File: src/rtl/elevator_floor_ctrl_if.sv
// Call/status bundle between the floor-dispatch controller and its environment.
// The master drives call buttons; the slave (controller) drives the motor command and status.
interface elevator_floor_ctrl_if #(
    parameter int FLOORS = 5
);
    logic [FLOORS-1:0] call_req;
    logic [1:0]        elv1_dir;
    logic [2:0]        cur_floor;
    logic              door_open;
    logic [FLOORS-1:0] call_pending;

    modport master (
        output call_req,
        input  elv1_dir, cur_floor, door_open, call_pending
    );

    modport slave (
        input  call_req,
        output elv1_dir, cur_floor, door_open, call_pending
    );
endinterface

File: src/rtl/elevator_floor_ctrl.sv
// SCAN-order floor dispatcher for elevator 1: latches calls, tracks the floor by
// timed travel and drives the 2-bit step-motor direction command.
module elevator_floor_ctrl #(
    parameter int FLOORS      = 5,
    parameter int FLOOR_TICKS = 4800000,
    parameter int DOOR_TICKS  = 2000000
) (
    input  logic                 clk,
    input  logic                 rst,
    elevator_floor_ctrl_if.slave bus
);

    typedef enum logic [1:0] {
        ST_IDLE      = 2'd0,
        ST_MOVE_UP   = 2'd1,
        ST_MOVE_DOWN = 2'd2,
        ST_DOOR      = 2'd3
    } state_t;

    localparam logic [1:0]  DIR_UP     = 2'b00;
    localparam logic [1:0]  DIR_DOWN   = 2'b01;
    localparam logic [1:0]  DIR_STOP   = 2'b10;
    localparam logic [31:0] FLOOR_LAST = 32'(FLOOR_TICKS - 1);
    localparam logic [31:0] DOOR_LAST  = 32'(DOOR_TICKS - 1);
    localparam logic [2:0]  TOP_FLOOR  = 3'(FLOORS - 1);

    state_t            state_r, state_nxt_s;
    logic [2:0]        floor_r, floor_nxt_s;
    logic [31:0]       tcnt_r, tcnt_nxt_s;
    logic [31:0]       dcnt_r, dcnt_nxt_s;
    logic              last_up_r, last_up_nxt_s;
    logic [FLOORS-1:0] pending_r, pending_nxt_s;
    logic [1:0]        dir_r, dir_nxt_s;
    logic              door_r, door_nxt_s;
    logic              above_s, below_s, here_s;
    logic [FLOORS-1:0] arrive_mask_s;

    function automatic logic [FLOORS-1:0] floor_mask(input logic [2:0] f);
        logic [FLOORS-1:0] m;
        m = '0;
        for (int i = 0; i < FLOORS; i++) begin
            m[i] = (int'(f) == i);
        end
        return m;
    endfunction

    function automatic logic any_above(input logic [FLOORS-1:0] p, input logic [2:0] f);
        logic r;
        r = 1'b0;
        for (int i = 0; i < FLOORS; i++) begin
            r = r | (p[i] & (i > int'(f)));
        end
        return r;
    endfunction

    function automatic logic any_below(input logic [FLOORS-1:0] p, input logic [2:0] f);
        logic r;
        r = 1'b0;
        for (int i = 0; i < FLOORS; i++) begin
            r = r | (p[i] & (i < int'(f)));
        end
        return r;
    endfunction

    // Request summary relative to the current floor, from registered calls only
    always_comb begin
        above_s = any_above(pending_r, floor_r);
        below_s = any_below(pending_r, floor_r);
        here_s  = |(pending_r & floor_mask(floor_r));
    end

    // Next-state, counter, floor and output decode
    always_comb begin
        state_nxt_s   = state_r;
        floor_nxt_s   = floor_r;
        tcnt_nxt_s    = tcnt_r;
        dcnt_nxt_s    = dcnt_r;
        last_up_nxt_s = last_up_r;
        arrive_mask_s = '0;
        case (state_r)
            ST_IDLE: begin
                tcnt_nxt_s = 32'd0;
                dcnt_nxt_s = 32'd0;
                if (here_s) begin
                    state_nxt_s = ST_DOOR;
                end else if (above_s && below_s) begin
                    state_nxt_s = last_up_r ? ST_MOVE_UP : ST_MOVE_DOWN;
                end else if (above_s) begin
                    state_nxt_s = ST_MOVE_UP;
                end else if (below_s) begin
                    state_nxt_s = ST_MOVE_DOWN;
                end else begin
                    state_nxt_s = ST_IDLE;
                end
            end
            ST_MOVE_UP: begin
                if (floor_r >= TOP_FLOOR) begin
                    // Unreachable in normal operation; refuse to run past the top floor
                    state_nxt_s = ST_IDLE;
                    tcnt_nxt_s  = 32'd0;
                end else if (tcnt_r == FLOOR_LAST) begin
                    tcnt_nxt_s    = 32'd0;
                    dcnt_nxt_s    = 32'd0;
                    floor_nxt_s   = floor_r + 3'd1;
                    last_up_nxt_s = 1'b1;
                    arrive_mask_s = floor_mask(floor_r + 3'd1);
                    if (|(pending_r & arrive_mask_s)) begin
                        state_nxt_s = ST_DOOR;
                    end else if (any_above(pending_r, floor_r + 3'd1)) begin
                        state_nxt_s = ST_MOVE_UP;
                    end else begin
                        state_nxt_s = ST_IDLE;
                    end
                end else begin
                    tcnt_nxt_s = tcnt_r + 32'd1;
                end
            end
            ST_MOVE_DOWN: begin
                if (floor_r == 3'd0) begin
                    state_nxt_s = ST_IDLE;
                    tcnt_nxt_s  = 32'd0;
                end else if (tcnt_r == FLOOR_LAST) begin
                    tcnt_nxt_s    = 32'd0;
                    dcnt_nxt_s    = 32'd0;
                    floor_nxt_s   = floor_r - 3'd1;
                    last_up_nxt_s = 1'b0;
                    arrive_mask_s = floor_mask(floor_r - 3'd1);
                    if (|(pending_r & arrive_mask_s)) begin
                        state_nxt_s = ST_DOOR;
                    end else if (any_below(pending_r, floor_r - 3'd1)) begin
                        state_nxt_s = ST_MOVE_DOWN;
                    end else begin
                        state_nxt_s = ST_IDLE;
                    end
                end else begin
                    tcnt_nxt_s = tcnt_r + 32'd1;
                end
            end
            ST_DOOR: begin
                tcnt_nxt_s = 32'd0;
                // A fresh press at this floor keeps the door open for a full period
                if (|(bus.call_req & floor_mask(floor_r))) begin
                    dcnt_nxt_s = 32'd0;
                end else if (dcnt_r == DOOR_LAST) begin
                    dcnt_nxt_s = 32'd0;
                    if (last_up_r && above_s) begin
                        state_nxt_s = ST_MOVE_UP;
                    end else if (!last_up_r && below_s) begin
                        state_nxt_s = ST_MOVE_DOWN;
                    end else if (above_s) begin
                        state_nxt_s = ST_MOVE_UP;
                    end else if (below_s) begin
                        state_nxt_s = ST_MOVE_DOWN;
                    end else begin
                        state_nxt_s = ST_IDLE;
                    end
                end else begin
                    dcnt_nxt_s = dcnt_r + 32'd1;
                end
            end
            default: begin
                state_nxt_s = ST_IDLE;
                tcnt_nxt_s  = 32'd0;
                dcnt_nxt_s  = 32'd0;
            end
        endcase

        // The served floor is whichever floor the car occupies after this edge
        if (state_nxt_s == ST_DOOR) begin
            pending_nxt_s = (pending_r | bus.call_req) & ~floor_mask(floor_nxt_s);
        end else begin
            pending_nxt_s = pending_r | bus.call_req;
        end

        case (state_nxt_s)
            ST_MOVE_UP:   begin dir_nxt_s = DIR_UP;   door_nxt_s = 1'b0; end
            ST_MOVE_DOWN: begin dir_nxt_s = DIR_DOWN; door_nxt_s = 1'b0; end
            ST_DOOR:      begin dir_nxt_s = DIR_STOP; door_nxt_s = 1'b1; end
            default:      begin dir_nxt_s = DIR_STOP; door_nxt_s = 1'b0; end
        endcase
    end

    // State, position, counters, latched calls and registered outputs
    always_ff @(posedge clk) begin
        if (rst) begin
            state_r   <= ST_IDLE;
            floor_r   <= 3'd0;
            tcnt_r    <= 32'd0;
            dcnt_r    <= 32'd0;
            last_up_r <= 1'b1;
            pending_r <= '0;
            dir_r     <= DIR_STOP;
            door_r    <= 1'b0;
        end else begin
            state_r   <= state_nxt_s;
            floor_r   <= floor_nxt_s;
            tcnt_r    <= tcnt_nxt_s;
            dcnt_r    <= dcnt_nxt_s;
            last_up_r <= last_up_nxt_s;
            pending_r <= pending_nxt_s;
            dir_r     <= dir_nxt_s;
            door_r    <= door_nxt_s;
        end
    end

    assign bus.elv1_dir     = dir_r;
    assign bus.cur_floor    = floor_r;
    assign bus.door_open    = door_r;
    assign bus.call_pending = pending_r;

endmodule

File: src/flat_wrapper.sv
// flat-port wrapper written by rule: the top's interface ports become plain ports
module elevator_floor_ctrl_flat 
#(
    parameter int FLOORS      = 5,
    parameter int FLOOR_TICKS = 4800000,
    parameter int DOOR_TICKS  = 2000000
)
  (clk, rst, bus_call_req, bus_elv1_dir, bus_cur_floor, bus_door_open, bus_call_pending);
  elevator_floor_ctrl_if #(.FLOORS(FLOORS)) bus_i ();
  input  logic clk;
  input  logic rst;
  input wire logic [$bits(bus_i.call_req)-1:0] bus_call_req;
  output wire logic [$bits(bus_i.elv1_dir)-1:0] bus_elv1_dir;
  output wire logic [$bits(bus_i.cur_floor)-1:0] bus_cur_floor;
  output wire logic [$bits(bus_i.door_open)-1:0] bus_door_open;
  output wire logic [$bits(bus_i.call_pending)-1:0] bus_call_pending;
  assign bus_i.call_req = bus_call_req;
  assign bus_elv1_dir = bus_i.elv1_dir;
  assign bus_cur_floor = bus_i.cur_floor;
  assign bus_door_open = bus_i.door_open;
  assign bus_call_pending = bus_i.call_pending;
  elevator_floor_ctrl #(.FLOORS(FLOORS), .FLOOR_TICKS(FLOOR_TICKS), .DOOR_TICKS(DOOR_TICKS)) u_core (.clk(clk), .rst(rst), .bus(bus_i));
endmodule
File: config.mk
export PLATFORM = sky130hd
export DESIGN_NAME = elevator_floor_ctrl_flat
export DESIGN_NICKNAME = d
export VERILOG_FILES = /design/src/rtl/elevator_floor_ctrl_if.sv /design/src/rtl/elevator_floor_ctrl.sv /design/src/flat_wrapper.sv
export SDC_FILE = /design/constraint.sdc
export NUM_CORES = 1
export LEC_CHECK = 0
export BUFFER_PORTS_ARGS = -buffer_cell sky130_fd_sc_hd__buf_2
export CORE_MARGIN = 4
export CORE_UTILIZATION = 60
export DETAILED_ROUTE_END_ITERATION = 10
export GPL_TIMING_DRIVEN = 0
export PLACE_DENSITY = 0.85
export SLEW_MARGIN = 20
export SYNTH_ARGS = -nofsm -noshare
export SYNTH_HDL_FRONTEND = slang
export SYNTH_SLANG_ARGS = --single-unit
export TNS_END_PERCENT = 30
File: constraint.sdc
create_clock -name clk -period 4.9 [get_ports clk]
set_input_delay 0.245 -clock clk [delete_from_list [all_inputs] [get_ports clk]]
set_output_delay 0.245 -clock clk [all_outputs]
set_load 0.005 [all_outputs]
==> flow_summary_export.csv, run 1 <==
group,metric,value,unit
worst_setup_path,reg2reg_slack,0.67,ns
yosys,gate_count_of_the_mapped_netlist,517,
yosys,asyncSetResetFlopFracSynth,0,
sta,report.final.setup_viol,0,
floorplan,die_width,92.01,um
layout,synthToLayoutAreaGrowth,9.574,%
placed_design,rd_place_congestion,0.9530,
hold_path,hold_path_class,"input pin to register",
yosys,netlist_top_cells_count,"sky130_fd_sc_hd__dfxtp_1 (78), sky130_fd_sc_hd__nor2_1 (69), sky130_fd_sc_hd__nand2_1 (40)",
floorplan,floorplan.die.height,92.01,um
global_route,grt_pass1_vias,3642,
floorplan,io-pin-count,18,
sta,maxSlewHeadroom,0.5733,
drt,num_vias,3893,
sta,fin_crit_sh,0.8638,
clocking,cts-buffers-inserted,9,
floorplan,std_cell_rows,30,
yosys,netlist_area,4234,um2
drt,initialDrtViolationCount,277,
worst_setup_path,worst_ep_required,5.14,ns
layout,antenna_cells,0,
worst_setup_path,crit_path_start_kind,"register",
floorplan,design.core.area,6832,um2
clocking,cts.hold.buffers_added,0,
clocking,clkSinkCount,78,
yosys,yosys.area.top_type_share,0.3688,
layout,final-seq-area,1562,um2
yosys,number_of_enable_type_register_cells_in_the_synthesized_netlist,0,
worst_setup_path,worstSetupEndpointType,"register",
sta,rsz0062_at_grt,"no",
floorplan,die_area,8465,um2
sta,slew_violations,0,
clocking,cts_tree,"built",
sta,tightest_slew,0.6333,ns
global_route,global_route_congestion_overflow_total,0,
floorplan,initial_core_util,0.6198,
drt,route.detailed.drc,0,
clocking,clk_pin_slew_worst_paths,0.08,ns
pwr,combinationalPowerShare,0.305,
worst_setup_path,setup_crit_path_kind,"register to register",
clocking,cts_setup_buffers,0,
pwr,total_leakage_power,1.532,nW
yosys,synth.net_count,542,
drt,ant_nets,0,
drt,via_per_inst,6.026,
status,status,"finished clean",
clocking,root_buffer_cell,"sky130_fd_sc_hd__clkbuf_8",
layout,multiInputGateArea,2525,um2
pwr,total_switching_power,0.0006120,W
sta,report.final.hold_viol_count,0,
layout,finalNetCount,570,
worst_setup_path,worst-endpoint-arrival,4.48,ns
yosys,yosys.cell_count.top_type,"sky130_fd_sc_hd__dfxtp_1",
yosys,synth.distinct_cells,58,
global_route,pin_count_of_the_biggest_net_entering_global_routing,14,
pwr,power.density_cell_area,365.5,nW/um2
layout,final_layout_size_suffix_gt1_frac,0.08727,
drt,drt_wl_total,9.742,mm
clocking,clock_path_buffers,2,
drt,first_pass_iters,5,
clocking,insertion_delay,0.36,ns
global_route,first_pass_grt_wire_length,16.42,mm
layout,num-fill-cells,570,
pwr,power.share.sequential,0.407,
sta,fin_skew,0.01713,ns
yosys,synth_area_leaders,"sky130_fd_sc_hd__dfxtp_1 (37%), sky130_fd_sc_hd__nor2_1 (6.1%), sky130_fd_sc_hd__ha_1 (5.3%)",
yosys,syn_avg_cell_area,8.190,um2
yosys,post-synth-top-area-cell,"sky130_fd_sc_hd__dfxtp_1",
pwr,power_switching_share,0.3609,
drt,routedWlPerCell,15.08,um
sta,crit_path_time_final,4.233,ns
worst_setup_path,path_max_fanout,11,
clocking,clock_tree.htree_level_count,3,
placed_design,dp_hpwl,6.888,mm
job,drv.max_cap_violation_count,0,
yosys,ys_ff_latch,78,
sta,max_freq,236.3,MHz
pwr,vdd.ir_drop.worst,0.0002762,V
pwr,p_int,0.001084,W
yosys,most_used_dff_post_synth,"sky130_fd_sc_hd__dfxtp_1",
layout,fin_util,0.6791,
pwr,power_frac_clock,0.288,
global_route,grt_antenna_before_repair,0,
yosys,number_of_warnings_issued_by_yosys,0,
global_route,grt_use_total,0.2340,
placed_design,placement.io_buffers,17,
yosys,yosysSeqAreaShare,0.3688,
sta,tns,0,ns
clocking,cts_repair_resize_count,0,
-- worst max-delay path: stages (launching register included) --
cell	delay [ns]
sky130_fd_sc_hd__dfxtp_1	0.58
sky130_fd_sc_hd__clkinv_1	0.45
sky130_fd_sc_hd__ha_1	0.45
sky130_fd_sc_hd__a222oi_1	0.38
sky130_fd_sc_hd__o21ai_0	0.19
sky130_fd_sc_hd__o41ai_1	0.42
sky130_fd_sc_hd__o21ai_0	0.20
sky130_fd_sc_hd__o31a_1	0.27
sky130_fd_sc_hd__o22ai_1	0.22
sky130_fd_sc_hd__nand2_1	0.16
sky130_fd_sc_hd__ha_1	0.28
sky130_fd_sc_hd__and2_1	0.19
sky130_fd_sc_hd__a311oi_1	0.34
-- stage by stage --
step                      instance area (um2)  total power (W)  hold slack, ns  std cells  setup WS [ns]
after global routing                     4639         0.001793          0.1747        646         0.4006
after detailed placement                 4439         0.001205          0.4592        630         0.8198
after floorplan                          4234         0.001064          0.4151        517          1.592
final                                    4639         0.001696          0.1887        646         0.6675
after global placement                   4439         0.001192          0.4380        630         0.8662
after CTS                                4639         0.001691          0.1775        646         0.7547
-- cell families after synthesis --
family,after synthesis,synth area share
AOI/OAI and AO/OA,98,0.1510
muxes,3,0.007683
and+or+nand+nor,238,0.2893
adders and majority gates,18,0.05319
xor gates and xnor gates,46,0.09515
DFF,78,0.3688
buffers and inverters,36,0.03487
-- final timing paths --
| path | startpoint | end | cells past startpoint |
|---|---|---|---|
| worst max-delay path | u_core.bus.cur_floor[0]$_SDFF_PP0_ | u_core.bus.call_pending[2]$_SDFF_PP0_ | 12 |
| worst min-delay path | bus_call_req[3] | u_core.bus.call_pending[3]$_SDFF_PP0_ | 3 |
| worst max register to register | u_core.bus.cur_floor[0]$_SDFF_PP0_ | u_core.bus.call_pending[2]$_SDFF_PP0_ | 12 |
| worst min register to register | u_core.dcnt_r[1]$_SDFFE_PP0P_ | u_core.dcnt_r[1]$_SDFFE_PP0P_ | 2 |
-- placed cells by master (no fill, tap or decap), types with 6 or more instances in the layout --
master,count
sky130_fd_sc_hd__nor2b_1,8
sky130_fd_sc_hd__dfxtp_1,78
sky130_fd_sc_hd__o21ai_0,25
sky130_fd_sc_hd__and3_1,12
sky130_fd_sc_hd__nand4_1,6
sky130_fd_sc_hd__or3_1,11
sky130_fd_sc_hd__clkbuf_1,17
sky130_fd_sc_hd__clkbuf_8,10
sky130_fd_sc_hd__xor2_1,23
sky130_fd_sc_hd__buf_2,18
sky130_fd_sc_hd__nor3_1,15
sky130_fd_sc_hd__inv_1,15
sky130_fd_sc_hd__nor4_1,15
sky130_fd_sc_hd__nor2_1,69
sky130_fd_sc_hd__xnor2_1,23
sky130_fd_sc_hd__a21oi_1,34
sky130_fd_sc_hd__nand2_1,40
sky130_fd_sc_hd__ha_1,18
sky130_fd_sc_hd__nand3_1,30
-- area by class of cell --
| type | count | share of cell area |
|---|---|---|
| inverter | 16 | 0.01294 |
| timing repair buffer | 17 | 0.01834 |
| buffer | 20 | 0.01888 |
| clock inverter | 5 | 0.01268 |
| multi-input combinational | 403 | 0.5442 |
| clock buffer | 11 | 0.03047 |
| sequential | 78 | 0.3366 |
| tap | 96 | 0.02589 |
-- flip-flops by register name, indices dropped and copies added (netlist names) --
register and count:
u_core.dcnt_r 32, u_core.tcnt_r 32, u_core.bus.call_pending 5, u_core.bus.cur_floor 3, u_core.bus.elv1_dir 2, u_core.state_r 2
u_core.bus.door_open 1, u_core.last_up_r 1
-- per-layer routing --
metal	wire, um	up-vias	global-route usage	part of all wire
met4	172	0	0.08416	0.018
met5	0	-	0	0
met1	4279	1832	0.3012	0.44
li1	-	1910	-	-
met2	4754	130	0.3881	0.49
met3	536	21	0.04758	0.055
-- power groups by stage --
stage	combinational, W	sequential, W	clock, W
floorplan	0.000365	0.000699	0
global route	0.000572	0.000694	0.000527
CTS	0.000508	0.000689	0.000494
finish	0.000517	0.000691	0.000488
global placement	0.000490	0.000702	0
detailed placement	0.000502	0.000704	0
Note: power is estimated with default switching activity, not from simulation.
==> run 2, diff against run 1 <==
Settings changed: CORE_ASPECT_RATIO set to 0.6, CORE_UTILIZATION 60 to 29, CTS_CLUSTER_SIZE set to 24, PLACE_DENSITY 0.85 to 0.51.
==> run 2 against run 1 <==
Effect of this change:
- non-clock buffer count did not move
- first-iteration DRC count rose by 5.8%
- clock power rose by 34%
- die area rose by 97%
- core utilization fell by 33 points
- setup slack got worse by 0.032 ns
- register-to-register slack got worse by 0.03 ns
- global-route usage fell by 10 points
- count of clock-buffer cells in the layout rose by 1
- cell area rose by 4.4%
- via count fell by 2.9%
- worst hold slack improved by 0.0060 ns
- largest power group unchanged
- highest routed layer unchanged
==> flow_summary_export.csv, run 2 (synthesized netlist as in run 1, its figures left out) <==
group,metric,value,unit
sta,report.final.hold_viol_count,0,
global_route,grt_pass1_vias,3622,
layout,commonest_cells_after_routing_fill_and_taps_aside,"sky130_fd_sc_hd__dfxtp_1 (78), sky130_fd_sc_hd__nor2_1 (69), sky130_fd_sc_hd__nand2_1 (40), sky130_fd_sc_hd__a21oi_1 (34), sky130_fd_sc_hd__nand3_1 (30)",
clocking,clock_tree.htree_level_count,3,
layout,final_area,4842,um2
sta,rsz0062_at_grt,"no",
sta,crit_path_time_final,4.264,ns
drt,first_pass_iters,6,
worst_setup_path,crit_buf_inv,1,
worst_setup_path,worst_ep_required,5.14,ns
drt,routedWlPerCell,14.49,um
pwr,p_int,0.001228,W
global_route,global_route_congestion_overflow_total,0,
pwr,total_switching_power,0.0006428,W
sta,report.final.setup_viol,0,
worst_setup_path,cpPeakStageDelay,0.59,ns
layout,synthToLayoutAreaGrowth,14.36,%
clocking,root_buffer_cell,"sky130_fd_sc_hd__clkbuf_16",
floorplan,floorplan.die.height,101.6,um
clocking,cts_tree,"built",
worst_setup_path,crit_path_start_kind,"register",
worst_setup_path,worst-endpoint-arrival,4.50,ns
floorplan,std_cell_rows,33,
sta,fin_skew,0.01110,ns
global_route,grt_antenna_before_repair,0,
pwr,power.density_cell_area,386.4,nW/um2
worst_setup_path,critPathSlowestCell,"sky130_fd_sc_hd__dfxtp_1",
worst_setup_path,path_max_fanout,11,
clocking,clock_path_buffers,2,
pwr,total_leakage_power,1.570,nW
pwr,power_switching_share,0.3435,
job,drv.max_cap_violation_count,0,
clocking,cts-buffers-inserted,9,
pwr,power.share.sequential,0.369,
layout,final_layout_size_suffix_gt1_frac,0.08197,
status,status,"finished clean",
layout,finalNetCount,570,
floorplan,die_area,16660,um2
placed_design,rd_place_congestion,0.8376,
sta,fin_crit_sh,0.8702,
floorplan,initial_core_util,0.3034,
pwr,power_frac_clock,0.349,
drt,ant_nets,0,
drt,num_vias,3781,
worst_setup_path,setup_crit_path_kind,"register to register",
layout,num-fill-cells,1485,
worst_setup_path,critical-path-top-delay-family,"compound AO/OA/AOI/OAI gates",
drt,drt_wl_total,10.74,mm
drt,via_per_inst,5.103,
clocking,clk_pin_slew_worst_paths,0.06,ns
sta,maxSlewHeadroom,0.4869,
pwr,combinationalPowerShare,0.282,
global_route,first_pass_grt_wire_length,17.97,mm
clocking,clkSinkCount,78,
layout,antenna_cells,0,
clocking,cts_repair_resize_count,0,
sta,slew_violations,0,
clocking,insertion_delay,0.34,ns
floorplan,design.core.area,13960,um2
sta,tightest_slew,0.7689,ns
placed_design,placement.io_buffers,17,
drt,route.detailed.drc,0,
hold_path,hold_path_class,"input pin to register",
clocking,cts.hold.buffers_added,0,
floorplan,die_width,164.0,um
layout,mostFrequentLayoutCell,"sky130_fd_sc_hd__dfxtp_1",
placed_design,dp_hpwl,7.903,mm
drt,initialDrtViolationCount,293,
floorplan,io-pin-count,18,
worst_setup_path,cp_cell_sequence,"clkinv_1 -> ha_1 -> a222oi_1 -> o21ai_0 -> o41ai_1 -> o21ai_0 -> o31a_1 -> o22ai_1 -> nand2_1 -> ha_1 -> and2_1 -> a311oi_1",
placed_design,post_dp_cell_area,4559,um2
sta,max_freq,234.5,MHz
worst_setup_path,worstSetupEndpointType,"register",
sta,tns,0,ns
global_route,pin_count_of_the_biggest_net_entering_global_routing,13,
global_route,grt_use_total,0.1331,
pwr,vdd.ir_drop.worst,0.0001519,V
clocking,cts_setup_buffers,0,
## run 2: cell types whose count changed in the layout (fill, tap and decap cells not counted)
cell / previous run / this run
sky130_fd_sc_hd__clkinvlp_4: 2 / 1
sky130_fd_sc_hd__clkinv_2: 1 / 0
sky130_fd_sc_hd__clkbuf_1: 17 / 19
sky130_fd_sc_hd__clkbuf_16: 0 / 9
sky130_fd_sc_hd__clkbuf_8: 10 / 0
## run 2: path summary, 6_finish.rpt
kind / from / end / slack, ns / depth (start not counted)
min reg2reg: u_core.tcnt_r[0]$_SDFF_PP0_ / u_core.tcnt_r[0]$_SDFF_PP0_ / 0.46 / 1
min: bus_call_req[0] / u_core.bus.call_pending[0]$_SDFF_PP0_ / 0.19 / 3
max: u_core.bus.cur_floor[0]$_SDFF_PP0_ / u_core.bus.call_pending[2]$_SDFF_PP0_ / 0.64 / 12
max reg2reg: u_core.bus.cur_floor[0]$_SDFF_PP0_ / u_core.bus.call_pending[2]$_SDFF_PP0_ / 0.64 / 12
## run 2: per-stage QoR
step | hold slack (ns) | std cells | worst slack [ns] | power, W | utilization
6_report | 0.1947 | 741 | 0.6358 | 0.001871 | 0.3470
5_1_grt | 0.2183 | 741 | 0.2133 | 0.001974 | 0.3470
2_1_floorplan | 0.4151 | 517 | 1.592 | 0.001064 | -
3_5_place_dp | 0.4493 | 726 | 0.7553 | 0.001225 | 0.3267
4_1_cts | 0.1833 | 741 | 0.6821 | 0.001889 | 0.3470
3_3_place_gp | 0.4454 | 726 | 0.7402 | 0.001228 | 0.3267
## run 2: area by class of cell
| type | count | area, um2 | area share |
|---|---|---|---|
| Clock inverter | 3 | 46.29 | 0.009561 |
| Clock buffer | 12 | 236.5 | 0.04884 |
| Sequential cell | 78 | 1562 | 0.3225 |
| Tap cell | 192 | 240.2 | 0.04961 |
| Inverter | 16 | 60.06 | 0.01240 |
| Buffer | 20 | 87.58 | 0.01809 |
| Multi-Input combinational cell | 403 | 2525 | 0.5214 |
| Timing Repair Buffer | 17 | 85.08 | 0.01757 |
## run 2: tightest hold or removal path, stage by stage
cell and delay, ns:
sky130_fd_sc_hd__buf_2 0.11, sky130_fd_sc_hd__nor2_1 0.08, sky130_fd_sc_hd__a311oi_1 0.05
## run 2: routing by layer
layer / part of all wire / global-route usage
met5: 0 / 0
met4: 0.0034 / 0.02320
met2: 0.38 / 0.1760
met1: 0.55 / 0.2093
met3: 0.067 / 0.04067
## run 2: power by group through the flow
stage	clock, W	combinational, W	sequential, W
after global placement	0	0.000525	0.000703
after floorplan	0	0.000365	0.000699
after CTS	0.000674	0.000525	0.000690
final	0.000652	0.000528	0.000690
after detailed placement	0	0.000522	0.000703
after global routing	0.000688	0.000591	0.000695
==> run 3, diff against run 2 <==
Settings changed: CELL_PAD_IN_SITES_DETAIL_PLACEMENT set to 0, CELL_PAD_IN_SITES_GLOBAL_PLACEMENT set to 1, PLACE_DENSITY 0.51 to 0.61.
Clock period 4.9 ns to 5.5 ns, I/O delays scaled along.
==> run 3 against run 2 <==
Effect of this change:
- wire length up 6.1%
- combinational power down 7.6%
- die area unchanged
- maximum frequency down 3.8%
- power down 10%
- largest cell class unchanged
==> flow_summary_export.csv, run 3 (synthesized netlist as in run 1, its figures left out) <==
group,metric,value,unit
clocking,cts_tree,"built",
layout,num-fill-cells,1519,
pwr,total_switching_power,0.0005923,W
clocking,cts-buffers-inserted,9,
placed_design,post_dp_cell_area,4559,um2
sta,tightest_slew,0.8136,ns
clocking,cts_setup_buffers,0,
layout,final_area,4848,um2
placed_design,dp_slack,1.284,ns
placed_design,placement.io_buffers,17,
drt,ant_nets,0,
floorplan,std_cell_rows,33,
placed_design,rd_place_congestion,0.8607,
sta,max_freq,225.5,MHz
drt,first_pass_iters,6,
worst_setup_path,cpPeakStageDelay,0.64,ns
global_route,pin_count_of_the_biggest_net_entering_global_routing,14,
drt,route.detailed.drc,0,
pwr,p_int,0.001093,W
worst_setup_path,worst_ep_required,5.73,ns
clocking,clock_tree.htree_level_count,3,
layout,synthToLayoutAreaGrowth,14.51,%
pwr,vdd.ir_drop.worst,0.0001269,V
clocking,clkSinkCount,78,
worst_setup_path,worst-r2r-cell-count,12,
floorplan,design.core.area,13960,um2
sta,crit_path_time_final,4.435,ns
layout,final_layout_size_suffix_gt1_frac,0.08743,
job,drv.max_cap_violation_count,0,
layout,mostFrequentLayoutCell,"sky130_fd_sc_hd__dfxtp_1",
clocking,clk_pin_slew_worst_paths,0.06,ns
global_route,first_pass_grt_wire_length,18.63,mm
worst_setup_path,cp_cell_sequence,"clkinv_1 -> ha_1 -> a222oi_1 -> o21ai_0 -> o41ai_1 -> o21ai_0 -> o31a_1 -> o22ai_1 -> nand2_1 -> ha_1 -> and2_1 -> a311oi_1",
sta,fin_crit_sh,0.8063,
layout,antenna_cells,0,
clocking,root_buffer_cell,"sky130_fd_sc_hd__clkbuf_16",
global_route,grt_antenna_before_repair,0,
pwr,power.share.sequential,0.366,
sta,report.final.setup_viol,0,
worst_setup_path,worstSetupEndpointType,"register",
floorplan,initial_core_util,0.3034,
pwr,total_leakage_power,1.574,nW
sta,maxSlewHeadroom,0.4519,
sta,fin_skew,0.008783,ns
global_route,grt_pass1_vias,3506,
clocking,insertion_delay,0.33,ns
placed_design,dp_hpwl,8.627,mm
layout,fin_util,0.3474,
worst_setup_path,crit_path_start_kind,"register",
clocking,cts_repair_resize_count,0,
worst_setup_path,setup_crit_path_kind,"register to register",
pwr,report.power.total,0.001685,W
hold_path,holdPathStages,3,
drt,via_per_inst,5.163,
worst_setup_path,critPathSlowestCell,"sky130_fd_sc_hd__dfxtp_1",
layout,commonest_cells_after_routing_fill_and_taps_aside,"sky130_fd_sc_hd__dfxtp_1 (78), sky130_fd_sc_hd__nor2_1 (69), sky130_fd_sc_hd__nand2_1 (40), sky130_fd_sc_hd__a21oi_1 (34), sky130_fd_sc_hd__nand3_1 (30)",
clocking,cts.hold.buffers_added,0,
status,status,"finished clean",
clocking,clock_path_buffers,2,
floorplan,io-pin-count,18,
hold_path,hold_path_class,"input pin to register",
global_route,grt_use_total,0.1424,
floorplan,die_width,164.0,um
pwr,combinationalPowerShare,0.289,
drt,routedWlPerCell,15.38,um
layout,finalNetCount,570,
drt,initialDrtViolationCount,345,
sta,slack_of_the_critical_path,1.065,ns
drt,drt_wl_total,11.39,mm
pwr,power_switching_share,0.3515,
pwr,power_frac_clock,0.344,
worst_setup_path,path_max_fanout,11,
floorplan,floorplan.die.height,101.6,um
floorplan,die_area,16660,um2
pwr,power.density_cell_area,347.5,nW/um2
sta,rsz0062_at_grt,"no",
sta,tns,0,ns
sta,slew_violations,0,
global_route,global_route_congestion_overflow_total,0,
worst_setup_path,worst-endpoint-arrival,4.67,ns
drt,num_vias,3826,
sta,report.final.hold_viol_count,0,
[run 3: cell types whose count changed in the layout (fill, tap and decap cells not counted), sizes merged]
| cell | delta |
|---|---|
| clkinv | +2 |
| clkbuf | -3 |
| clkinvlp | +1 |
[run 3: critical path, delay by kind of cell, from the launching register on]
| family | cells | cell delay (ns) |
|---|---|---|
| AND/OR/NAND/NOR | 2 | 0.36 |
| flip-flops | 1 | 0.64 |
| buffers and inverters | 1 | 0.50 |
| adder cells (fa/ha/maj) | 2 | 0.76 |
| AO/OA/AOI/OAI | 7 | 2.06 |
[run 3: power by group through the flow]
stage / combinational, W / clock [W] / sequential [W]
4_1_cts: 0.000487 / 0.000598 / 0.000617
3_3_place_gp: 0.000489 / 0 / 0.000629
2_1_floorplan: 0.000325 / 0 / 0.000623
6_report: 0.000488 / 0.000580 / 0.000617
5_1_grt: 0.000553 / 0.000624 / 0.000621
3_5_place_dp: 0.000485 / 0 / 0.000629
[run 3: layout make-up]
type,count,area [um2],share of cell area
flip-flops and latches,78,1562,0.3221
multi-input cells,403,2525,0.5208
repair buffers,17,85.08,0.01755
plain buffers,20,87.58,0.01806
clock inverters,6,63.81,0.01316
well taps,192,240.2,0.04955
inverters,16,60.06,0.01239
clock buffers,9,225.2,0.04645
[run 3: final timing paths]
kind	startpoint	to	slack, ns
setup reg to reg	u_core.bus.cur_floor[0]$_SDFF_PP0_	u_core.bus.call_pending[3]$_SDFF_PP0_	1.07
setup / recovery	u_core.bus.cur_floor[0]$_SDFF_PP0_	u_core.bus.call_pending[3]$_SDFF_PP0_	1.07
hold reg to reg	u_core.tcnt_r[0]$_SDFF_PP0_	u_core.tcnt_r[0]$_SDFF_PP0_	0.47
hold / removal	bus_call_req[0]	u_core.bus.call_pending[0]$_SDFF_PP0_	0.24
[run 3: layer usage]
layer	share of wire	GRT usage
met1	0.56	0.2260
met2	0.37	0.1874
met3	0.062	0.03904
met4	0.0070	0.02964
met5	0	0
[run 3: through the flow]
step	hold slack, ns	std cells
2_1_floorplan	0.4298	517
3_3_place_gp	0.4476	726
3_5_place_dp	0.4580	726
4_1_cts	0.2229	741
5_1_grt	0.2490	741
6_report	0.2369	741
